==> src/rtl/uart_tx.sv <==
// -----------------------------------------------------------------------------
// uart_tx
//   Serial UART transmitter. One frame = start bit (0), 8 data bits LSB first,
//   one parity bit, one stop bit (1). Every bit lasts CLKS_PER_BIT clocks,
//   timed by an internal bit-rate counter. All outputs are registered.
//
// Parameters
//   CLKS_PER_BIT : clock cycles per serial bit (>= 2)
//   PARITY_ODD   : 0 = even parity, 1 = odd parity
//
// Ports
//   clk     : system clock, rising edge
//   n_rst   : asynchronous active-low reset
//   data_in : byte to send, latched when a start request is accepted
//   start   : transmit request, only acted on in IDLE
//   tx_line : serial output, idle high
//   busy    : high while a frame is in progress
//   finish  : one-cycle pulse when a frame completes
// -----------------------------------------------------------------------------
module uart_tx #(
  parameter int CLKS_PER_BIT = 2604,
  parameter bit PARITY_ODD   = 1'b0
) (
  input  logic       clk,
  input  logic       n_rst,
  input  logic [7:0] data_in,
  input  logic       start,
  output logic       tx_line,
  output logic       busy,
  output logic       finish
);

  localparam int                 CNT_W    = $clog2(CLKS_PER_BIT);
  localparam logic [CNT_W-1:0]   CNT_LAST = CNT_W'(CLKS_PER_BIT - 1);

  typedef enum logic [2:0] {
    S_IDLE,
    S_START,
    S_DATA,
    S_PARITY,
    S_STOP
  } state_t;

  state_t           r_state;
  state_t           w_state_next;
  logic [CNT_W-1:0] r_cnt;
  logic [2:0]       r_bit_idx;
  logic [7:0]       r_shift;
  logic             r_parity;
  logic             r_tx;
  logic             r_busy;
  logic             r_finish;

  logic             w_bit_done;
  logic             w_accept;
  logic             w_tx_next;
  logic             w_busy_next;
  logic             w_finish_next;

  // Terminal count of the bit-rate counter: the current bit ends at the next edge.
  assign w_bit_done = (r_cnt == CNT_LAST);
  assign w_accept   = (r_state == S_IDLE) && start;

  // ---------------------------------------------------------------------------
  // State register
  // ---------------------------------------------------------------------------
  // NOTE: sequential state uses non-blocking assignments so every register
  // samples the pre-edge values, independent of statement order.
  always_ff @(posedge clk or negedge n_rst) begin
    if (!n_rst) begin
      r_state <= S_IDLE;
    end else begin
      r_state <= w_state_next;
    end
  end

  // ---------------------------------------------------------------------------
  // Next-state logic
  // ---------------------------------------------------------------------------
  // NOTE: the default assignment at the top keeps this block free of latches
  // on paths where no case arm assigns w_state_next.
  always_comb begin
    w_state_next = r_state;
    case (r_state)
      S_IDLE:   if (start)                               w_state_next = S_START;
      S_START:  if (w_bit_done)                          w_state_next = S_DATA;
      S_DATA:   if (w_bit_done && (r_bit_idx == 3'd7))   w_state_next = S_PARITY;
      S_PARITY: if (w_bit_done)                          w_state_next = S_STOP;
      S_STOP:   if (w_bit_done)                          w_state_next = S_IDLE;
      default:                                           w_state_next = S_IDLE;
    endcase
  end

  // ---------------------------------------------------------------------------
  // Datapath: bit-rate counter, bit index, shift register, parity
  // ---------------------------------------------------------------------------
  // NOTE: the shift register is ordinary flop storage, so it is cleared on
  // reset like the rest; a reset mid-frame leaves no stale byte behind.
  always_ff @(posedge clk or negedge n_rst) begin
    if (!n_rst) begin
      r_cnt     <= '0;
      r_bit_idx <= '0;
      r_shift   <= '0;
      r_parity  <= 1'b0;
    end else begin
      // Counter idles at 0 and restarts at each bit boundary, never passing CNT_LAST.
      if ((r_state == S_IDLE) || w_bit_done) begin
        r_cnt <= '0;
      end else begin
        r_cnt <= r_cnt + CNT_W'(1);
      end

      if (w_accept) begin
        r_shift   <= data_in;
        r_parity  <= (^data_in) ^ PARITY_ODD;
        r_bit_idx <= '0;
      end else if ((r_state == S_DATA) && w_bit_done) begin
        r_shift   <= r_shift >> 1;
        r_bit_idx <= r_bit_idx + 3'd1;
      end
    end
  end

  // ---------------------------------------------------------------------------
  // Output logic: next values of the registered outputs
  // ---------------------------------------------------------------------------
  always_comb begin
    w_busy_next   = (w_state_next != S_IDLE);
    w_finish_next = (r_state == S_STOP) && w_bit_done;
    case (w_state_next)
      S_START:  w_tx_next = 1'b0;
      // Crossing into the next data bit: the byte shifts at this same edge,
      // so the bit to drive is the one just above the current LSB.
      S_DATA:   w_tx_next = ((r_state == S_DATA) && w_bit_done) ? r_shift[1] : r_shift[0];
      S_PARITY: w_tx_next = r_parity;
      default:  w_tx_next = 1'b1;
    endcase
  end

  always_ff @(posedge clk or negedge n_rst) begin
    if (!n_rst) begin
      r_tx     <= 1'b1;
      r_busy   <= 1'b0;
      r_finish <= 1'b0;
    end else begin
      r_tx     <= w_tx_next;
      r_busy   <= w_busy_next;
      r_finish <= w_finish_next;
    end
  end

  assign tx_line = r_tx;
  assign busy    = r_busy;
  assign finish  = r_finish;

endmodule

==> config.mk <==
export PLATFORM = sky130hd
export DESIGN_NAME = uart_tx
export DESIGN_NICKNAME = d
export VERILOG_FILES = /design/src/rtl/uart_tx.sv
export SDC_FILE = /design/constraint.sdc
export NUM_CORES = 1
export LEC_CHECK = 0
export ABC_AREA = 1
export CAP_MARGIN = 20
export CORE_MARGIN = 2
export CORE_UTILIZATION = 55
export CTS_CLUSTER_DIAMETER = 150
export DETAILED_ROUTE_END_ITERATION = 7
export MAX_ROUTING_LAYER = met4
export PLACE_DENSITY = 0.88
export RECOVER_POWER = 100
export SETUP_SLACK_MARGIN = 0.1
export SYNTH_ARGS = -nofsm -noshare
export SYNTH_HDL_FRONTEND = slang
export SYNTH_SLANG_ARGS = --single-unit
==> constraint.sdc <==
create_clock -name clk -period 1.68 [get_ports clk]
set_input_delay 0.336 -clock clk [delete_from_list [all_inputs] [get_ports clk]]
set_output_delay 0.336 -clock clk [all_outputs]
set_load 0.02 [all_outputs]
==> results of run 1 <==
-- registers in the layout, summed over array words and instances, names as in the netlist --
register,count
r_cnt,12
r_shift,8
r_bit_idx,3
r_state,3
busy,1
finish,1
r_parity,1
tx_line,1
-- per-layer routing --
layer  global-route usage  up-vias  wire (um)
li1                     -      686          -
met3               0.0681        6        134
met4               0.0797        0         43
met5                    -        -          0
met1                0.270      630       1450
met2                0.348       35       1600
-- synthesized netlist by cell type --
cell type	n	area share
nor2_2	5	0.019
o22ai_1	1	0.0039
inv_2	6	0.014
o211ai_1	2	0.0092
a22o_1	2	0.011
ha_1	3	0.023
nand4_4	1	0.013
nand3_2	5	0.031
nor3_1	6	0.018
inv_1	23	0.053
xnor2_1	5	0.027
a21oi_1	8	0.025
nand2_2	4	0.015
a22oi_1	2	0.0092
dfrtp_1	29	0.45
buf_6	1	0.0069
nand2_4	1	0.0069
dfstp_2	1	0.016
nor2_4	2	0.014
xor2_1	2	0.011
clkinv_1	1	0.0023
a31oi_1	1	0.0039
o21ai_0	10	0.031
nand4_1	3	0.012
nand2_1	42	0.097
nand3_1	13	0.040
nor4_1	1	0.0039
nor2_1	16	0.037
-- final cells by class --
cell class | instances | area [um^2] | area share
Multi-Input combinational cell | 135 | 758 | 0.400
Clock buffer | 8 | 78.8 | 0.0416
Tap cell | 31 | 38.8 | 0.0205
Inverter | 30 | 113 | 0.0594
Sequential cell | 30 | 753 | 0.397
Timing Repair Buffer | 17 | 154 | 0.0812
-- final timing paths --
check,from,end,slack [ns]
min in group asynchronous,n_rst,r_cnt[11],0.58
max reg2reg,r_cnt[0],r_shift[6],0.20
max in group asynchronous,n_rst,r_state[1],0.60
min reg2reg,r_state[0],finish,0.49
max,tx_line,tx_line,0.17
min,r_state[0],finish,0.49
-- logic make-up (layout without fill, tap and decap cells) --
| family | Yosys count | in the layout | synth area share |
|---|---|---|---|
| XOR/XNOR | 7 | 7 | 0.0378 |
| AO/OA/AOI/OAI | 26 | 26 | 0.0925 |
| flip-flops | 30 | 30 | 0.463 |
| AND/OR/NAND/NOR | 99 | 99 | 0.307 |
| adder cells (fa/ha/maj) | 3 | 3 | 0.0231 |
| buffers and inverters | 31 | 55 | 0.0763 |
-- power by group --
group / leakage [nW] / switching, mW / internal (mW)
combinational: 0.513 / 0.0367 / 0.0357
sequential: 0.352 / 0 / 0.722
clock: 0.0446 / 0.247 / 0.286
-- what timing repair did --
action	in CTS	in global routing
setup buffers	0	2
resized for setup	3	5
hold endpoints to repair	0	0
endpoints found under the setup margin	3	16
pin swaps	0	3
-- per-stage QoR --
stage	utilization	instances	cell area, um^2	setup slack, ns
3_3_place_gp	0.646	241	1800	0.152
4_1_cts	0.673	249	1870	0.147
5_1_grt	0.682	251	1900	0.0407
2_1_floorplan	-	196	1620	0.268
6_report	0.682	251	1900	0.169
3_5_place_dp	0.646	241	1800	0.0871
==> flow_summary.rst, run 1 <==
.. list-table::
   :header-rows: 1

   * - Metric
     - Value
   * - P per Cell Area
     - 700 nW/um^2
   * - Setup violators final
     - 0
   * - Arrival time reported for the critical path endpoint
     - 1.17 ns
   * - Delay of the slowest critical-path stage
     - 0.52 ns
   * - Detail Placement HPWL
     - 2.29 mm
   * - RSZ-0062 raised after global routing
     - true
   * - Worst setup path class
     - flop to primary output
   * - Avg WL per Cell
     - 12.9 um
   * - Clock Sinks
     - 30
   * - Min-Delay Path Depth
     - 1
   * - Number of I/O pins
     - 14
   * - Mean area per synthesized cell
     - 8.29 um^2
   * - Required @ worst endpoint
     - 1.34 ns
   * - Kind of end point of the critical path
     - primary output
   * - Clock latency of the later-clocked register in the worst-skew pair
     - 0.33 ns
   * - Total wire length
     - 3.23 mm
   * - Number of inserted filler cells in the final layout
     - 237
   * - Count of synthesis-stage warnings from yosys
     - 0
   * - Final max-slew violation count
     - 0
   * - Final setup TNS
     - 0 ns
   * - Slowest-stage cell, CP
     - dfstp_2
   * - Port bufs
     - 13
   * - Worst Clk Skew
     - 0.0140 ns
   * - Final RePlAce weighted congestion
     - 0.902
   * - Maximum number of pins on one net before global-route repair
     - 31
   * - Relative slew slack
     - 0.519
   * - Number of antenna violations at the first check in global routing
     - 0
   * - Highest fanout seen on the critical path
     - 1
   * - Post-cts hold buffer count
     - 0
   * - Area added between synthesis and finish
     - 16.7%
   * - Flip-flop and latch count after synthesis
     - 30
   * - Number of CTS-inserted buffers
     - 5
   * - Startpoint Class
     - flop
   * - Worst IR Drop VDD
     - 0.000627 V
   * - Netlist cell types
     - 28
   * - Worst Hold Slack
     - 0.494 ns
   * - Count of antenna-violating nets left after detailed routing
     - 0
   * - Leakage power figure
     - 0.910 nW
   * - Max-Cap Viols
     - 0
   * - Standard-cell rows
     - 19
   * - Period utilisation layout
     - 0.899
   * - Number of cell instances on the worst register-to-register path
     - 6
   * - Type of the tightest min-delay check
     - flop to flop
   * - Proportion of layout cells with a drive suffix above 1
     - 0.168
   * - Number of DRC violations after detailed routing
     - 0
   * - Initial Utilization
     - 0.584
   * - Run status
     - finished, final reports clean
   * - Min Tclk post-route
     - 1.51 ns
   * - First-pass iteration count of the detailed router
     - 4
   * - Number of hold violations in the final report
     - 0
   * - Vias in the first global route
     - 1288
   * - Overall Power
     - 1.33 mW
   * - H-tree Lvls
     - 2
   * - Wire length of the first global-routing pass
     - 5.50 mm
   * - Commonest cells after routing, fill and taps aside
     - nand2_1, dfrtp_1, inv_1
   * - Net count, final
     - 233
   * - Total nets after synthesis
     - 210
   * - Antenna fix cells
     - 0
   * - Family with the most delay on the worst path
     - flip-flops
   * - Slew at the pin closest to its max-slew limit
     - 0.722 ns
   * - Via density per instance
     - 5.41
   * - Vias after detailed routing
     - 1357
   * - Global route total overflow
     - 0
   * - Leading cell type in the layout, fill and taps excluded
     - nand2_1
   * - Sequence of cells on the critical path
     - dlygate4sd2_1
   * - Horizontal extent of the die
     - 58.3 um
   * - Drt first-iter violations
     - 64
   * - Clock buffer depth
     - 2
   * - Worst Path Buf+Inv
     - 1
   * - Mapped cell area
     - 1620 um^2
   * - Root cell of the clock tree
     - clkbuf_4
   * - Number of cells produced by synthesis
     - 196
   * - Total number of cells along the worst setup path
     - 1
   * - Die extent in y
     - 58.3 um
   * - Highest attainable clock frequency
     - 0.662 GHz
   * - Core footprint
     - 2780 um^2
   * - TritonCTS clock tree
     - built
   * - Clock transition at path regs
     - 0.09 ns
   * - Seq/Total Area, Yosys
     - 0.463
   * - GRT Overall Usage
     - 0.221
   * - Overall die area
     - 3400 um^2
Note: power is estimated with default switching activity, not from simulation.
==> inputs of run 2 (changes only) <==
CORE_UTILIZATION = 52   (was 55)
PLACE_DENSITY = 0.85   (was 0.88)
==> flow_summary.rst, run 2 (synthesis results as in run 1) <==
.. list-table::
   :header-rows: 1

   * - Metric
     - Value
   * - Clock buffer depth
     - 2 (unchanged)
   * - Worst setup path class
     - flop to flop (was flop to primary output)
   * - Non-filler cells in the finished layout
     - 250 (was 251)
   * - Detail Placement HPWL
     - 2.18 mm (was 2.29 mm)
   * - Post-cts hold buffer count
     - 0 (unchanged)
   * - H-tree Lvls
     - 2 (unchanged)
   * - Global route total overflow
     - 0 (unchanged)
   * - Commonest cells after routing, fill and taps aside
     - nand2_1, dfrtp_1, inv_1 (unchanged)
   * - Number of DRC violations after detailed routing
     - 0 (unchanged)
   * - Overall die area
     - 3590 um^2 (was 3400 um^2)
   * - GRT Overall Usage
     - 0.202 (was 0.221)
   * - Proportion of layout cells with a drive suffix above 1
     - 0.124 (was 0.168)
   * - Horizontal extent of the die
     - 59.9 um (was 58.3 um)
   * - Final max-slew violation count
     - 0 (unchanged)
   * - Die extent in y
     - 59.9 um (was 58.3 um)
   * - Slew at the pin closest to its max-slew limit
     - 0.728 ns (was 0.722 ns)
   * - Final setup TNS
     - 0 ns (unchanged)
   * - Worst Hold End
     - r_cnt[0] (was finish)
   * - Avg WL per Cell
     - 11.9 um (was 12.9 um)
   * - Min Tclk post-route
     - 1.54 ns (was 1.51 ns)
   * - Net switching fraction of the power
     - 0.232 (was 0.214)
   * - Max-Cap Viols
     - 0 (unchanged)
   * - Vias in the first global route
     - 1187 (was 1288)
   * - Required @ worst endpoint
     - 1.90 ns (was 1.34 ns)
   * - Startpoint of the most critical register-to-register path
     - r_cnt[0] (unchanged)
   * - Via density per instance
     - 5.27 (was 5.41)
   * - Net count, final
     - 231 (was 233)
   * - Clock transition at path regs
     - 0.09 ns (about the same)
   * - Largest register FFs
     - 12 (unchanged)
   * - Setup violators final
     - 0 (unchanged)
   * - Worst Hold Slack
     - 0.465 ns (was 0.494 ns)
   * - Core footprint
     - 3000 um^2 (was 2780 um^2)
   * - Initial Utilization
     - 0.541 (was 0.584)
   * - Kind of end point of the critical path
     - flop (was primary output)
   * - Area added between synthesis and finish
     - 12.4% (was 16.7%)
   * - Wire length of the first global-routing pass
     - 5.11 mm (was 5.50 mm)
   * - Leading cell type in the layout, fill and taps excluded
     - nand2_1 (unchanged)
   * - Number of CTS-inserted buffers
     - 5 (unchanged)
   * - Standard-cell rows
     - 20 (was 19)
   * - Number of antenna violations at the first check in global routing
     - 0 (unchanged)
   * - Type of the tightest min-delay check
     - flop to flop (unchanged)
   * - Number of cell instances on the worst register-to-register path
     - 7 (was 6)
   * - Run status
     - finished, final reports clean (unchanged)
   * - Number of hold violations in the final report
     - 0 (unchanged)
   * - Worst Clk Skew
     - 0.0124 ns (was 0.0140 ns)
   * - Clock Sinks
     - 30 (unchanged)
   * - Maximum number of pins on one net before global-route repair
     - 31 (unchanged)
   * - Destination of the worst register-to-register timing path
     - r_bit_idx[2] (was r_shift[6])
   * - P per Cell Area
     - 653 nW/um^2 (was 700 nW/um^2)
   * - Power share of the combinational group
     - 0.059 (was 0.055)
   * - Startpoint Class
     - flop (unchanged)
   * - TritonCTS clock tree
     - built (unchanged)
   * - Fraction of power consumed by the clock network
     - 0.335 (was 0.401)
   * - Relative slew slack
     - 0.515 (was 0.519)
   * - Final RePlAce weighted congestion
     - 0.904 (was 0.902)
   * - Highest fanout seen on the critical path
     - 7 (was 1)
   * - Highest attainable clock frequency
     - 0.648 GHz (was 0.662 GHz)
   * - Arrival time reported for the critical path endpoint
     - 1.77 ns (was 1.17 ns)
   * - Worst IR Drop VDD
     - 0.000397 V (was 0.000627 V)
   * - Leading registers by flop count
     - r_cnt: 12 flops, r_shift: 8 flops (unchanged)
   * - Finished Core Util
     - 0.608 (was 0.682)
   * - Clock latency of the later-clocked register in the worst-skew pair
     - 0.33 ns (about the same)
   * - Summed area of non-filler cells in the final layout
     - 1830 um^2 (was 1900 um^2)
   * - Internal power consumption
     - 915 uW (was 1.04 mW)
   * - Launch instance of the worst min-delay path
     - r_cnt[0] (was r_state[0])
   * - Net Switching
     - 277 uW (was 283 uW)
   * - R2R Setup Slk
     - 0.14 ns (was 0.20 ns)
   * - Root cell of the clock tree
     - clkbuf_4 (unchanged)
   * - Vias after detailed routing
     - 1317 (was 1357)
   * - Register with the highest flop count
     - r_cnt (unchanged)
   * - Min-Delay Path Depth
     - 1 (unchanged)
   * - First-pass iteration count of the detailed router
     - 4 (unchanged)
   * - Drt first-iter violations
     - 54 (was 64)
   * - Period utilisation layout
     - 0.918 (was 0.899)
   * - Seq pwr share
     - 0.606 (was 0.544)
   * - Count of antenna-violating nets left after detailed routing
     - 0 (unchanged)
   * - Number of I/O pins
     - 14 (unchanged)
   * - Number of placed cells counting well taps
     - 243 (was 241)
   * - Total wire length
     - 2.98 mm (was 3.23 mm)
   * - Leakage power figure
     - 0.883 nW (was 0.910 nW)
   * - RSZ-0062 raised after global routing
     - true (unchanged)
   * - Antenna fix cells
     - 0 (unchanged)
   * - Port bufs
     - 13 (unchanged)
   * - Placement Cell Area
     - 1800 um^2 (about the same)
run 2: cell types whose count changed in the layout (fill, tap and decap cells not counted), moves of 2 or more:
| cell | before | now |
|---|---|---|
| nand2_1 | 44 | 46 |
| buf_4 | 3 | 1 |
| clkbuf_1 | 0 | 2 |
| clkbuf_8 | 3 | 0 |
run 2: layer usage:
metal	track usage	wire, um	up-vias
li1	-	-	679
met1	0.257	1460	615
met2	0.304	1390	16
met3	0.0455	70	7
met4	0.0952	61	0
met5	-	0	-
run 2: how the worst max path moves through the flow:
stage,startpoint,endpoint,slack [ns]
after floorplan,r_cnt[0],r_bit_idx[1],0.27
after global placement,start,r_shift[6],0.15
after detailed placement,data_in[2],r_parity,0.12
after CTS,r_cnt[0],r_bit_idx[2],0.12
after global routing,r_cnt[0],r_bit_idx[2],0.03
final,r_cnt[0],r_bit_idx[2],0.14
run 2: cell type report:
type,instances,area [um^2]
Inverter,30,113
Tap cell,33,41.3
Multi-Input combinational cell,135,736
Timing Repair Buffer,15,139
Clock buffer,7,45.0
Sequential cell,30,752
Fill cell,289,1180
run 2: power groups by stage:
| stage | clock (mW) | sequential (mW) | combinational [mW] |
|---|---|---|---|
| 6_report | 0.399 | 0.722 | 0.0709 |
| 5_1_grt | 0.439 | 0.722 | 0.0790 |
| 4_1_cts | 0.410 | 0.722 | 0.0740 |
| 3_5_place_dp | 0 | 0.736 | 0.0738 |
| 3_3_place_gp | 0 | 0.736 | 0.0717 |
| 2_1_floorplan | 0 | 0.736 | 0.0263 |
run 2: timing repair:
action | CTS | global route
resized for setup | 3 | 2
pin swaps | 0 | 1
buffers inserted | 0 | 0
setup endpoints to repair | 3 | 14
run 2: per-stage QoR:
| step | power [mW] | setup slack [ns] |
|---|---|---|
| after floorplan | 0.762 | 0.268 |
| after global placement | 0.807 | 0.148 |
| after detailed placement | 0.810 | 0.123 |
| after CTS | 1.21 | 0.123 |
| after global routing | 1.24 | 0.0346 |
| final | 1.19 | 0.137 |
run 2: worst max-delay path: stages (launching register included):
cell and delay [ns]:
dfrtp_1 0.38, ha_2 0.24, nand2_1 0.10, nor2_4 0.15, nand4_4 0.15, nand2_1 0.17
inv_2 0.08, a22o_1 0.18
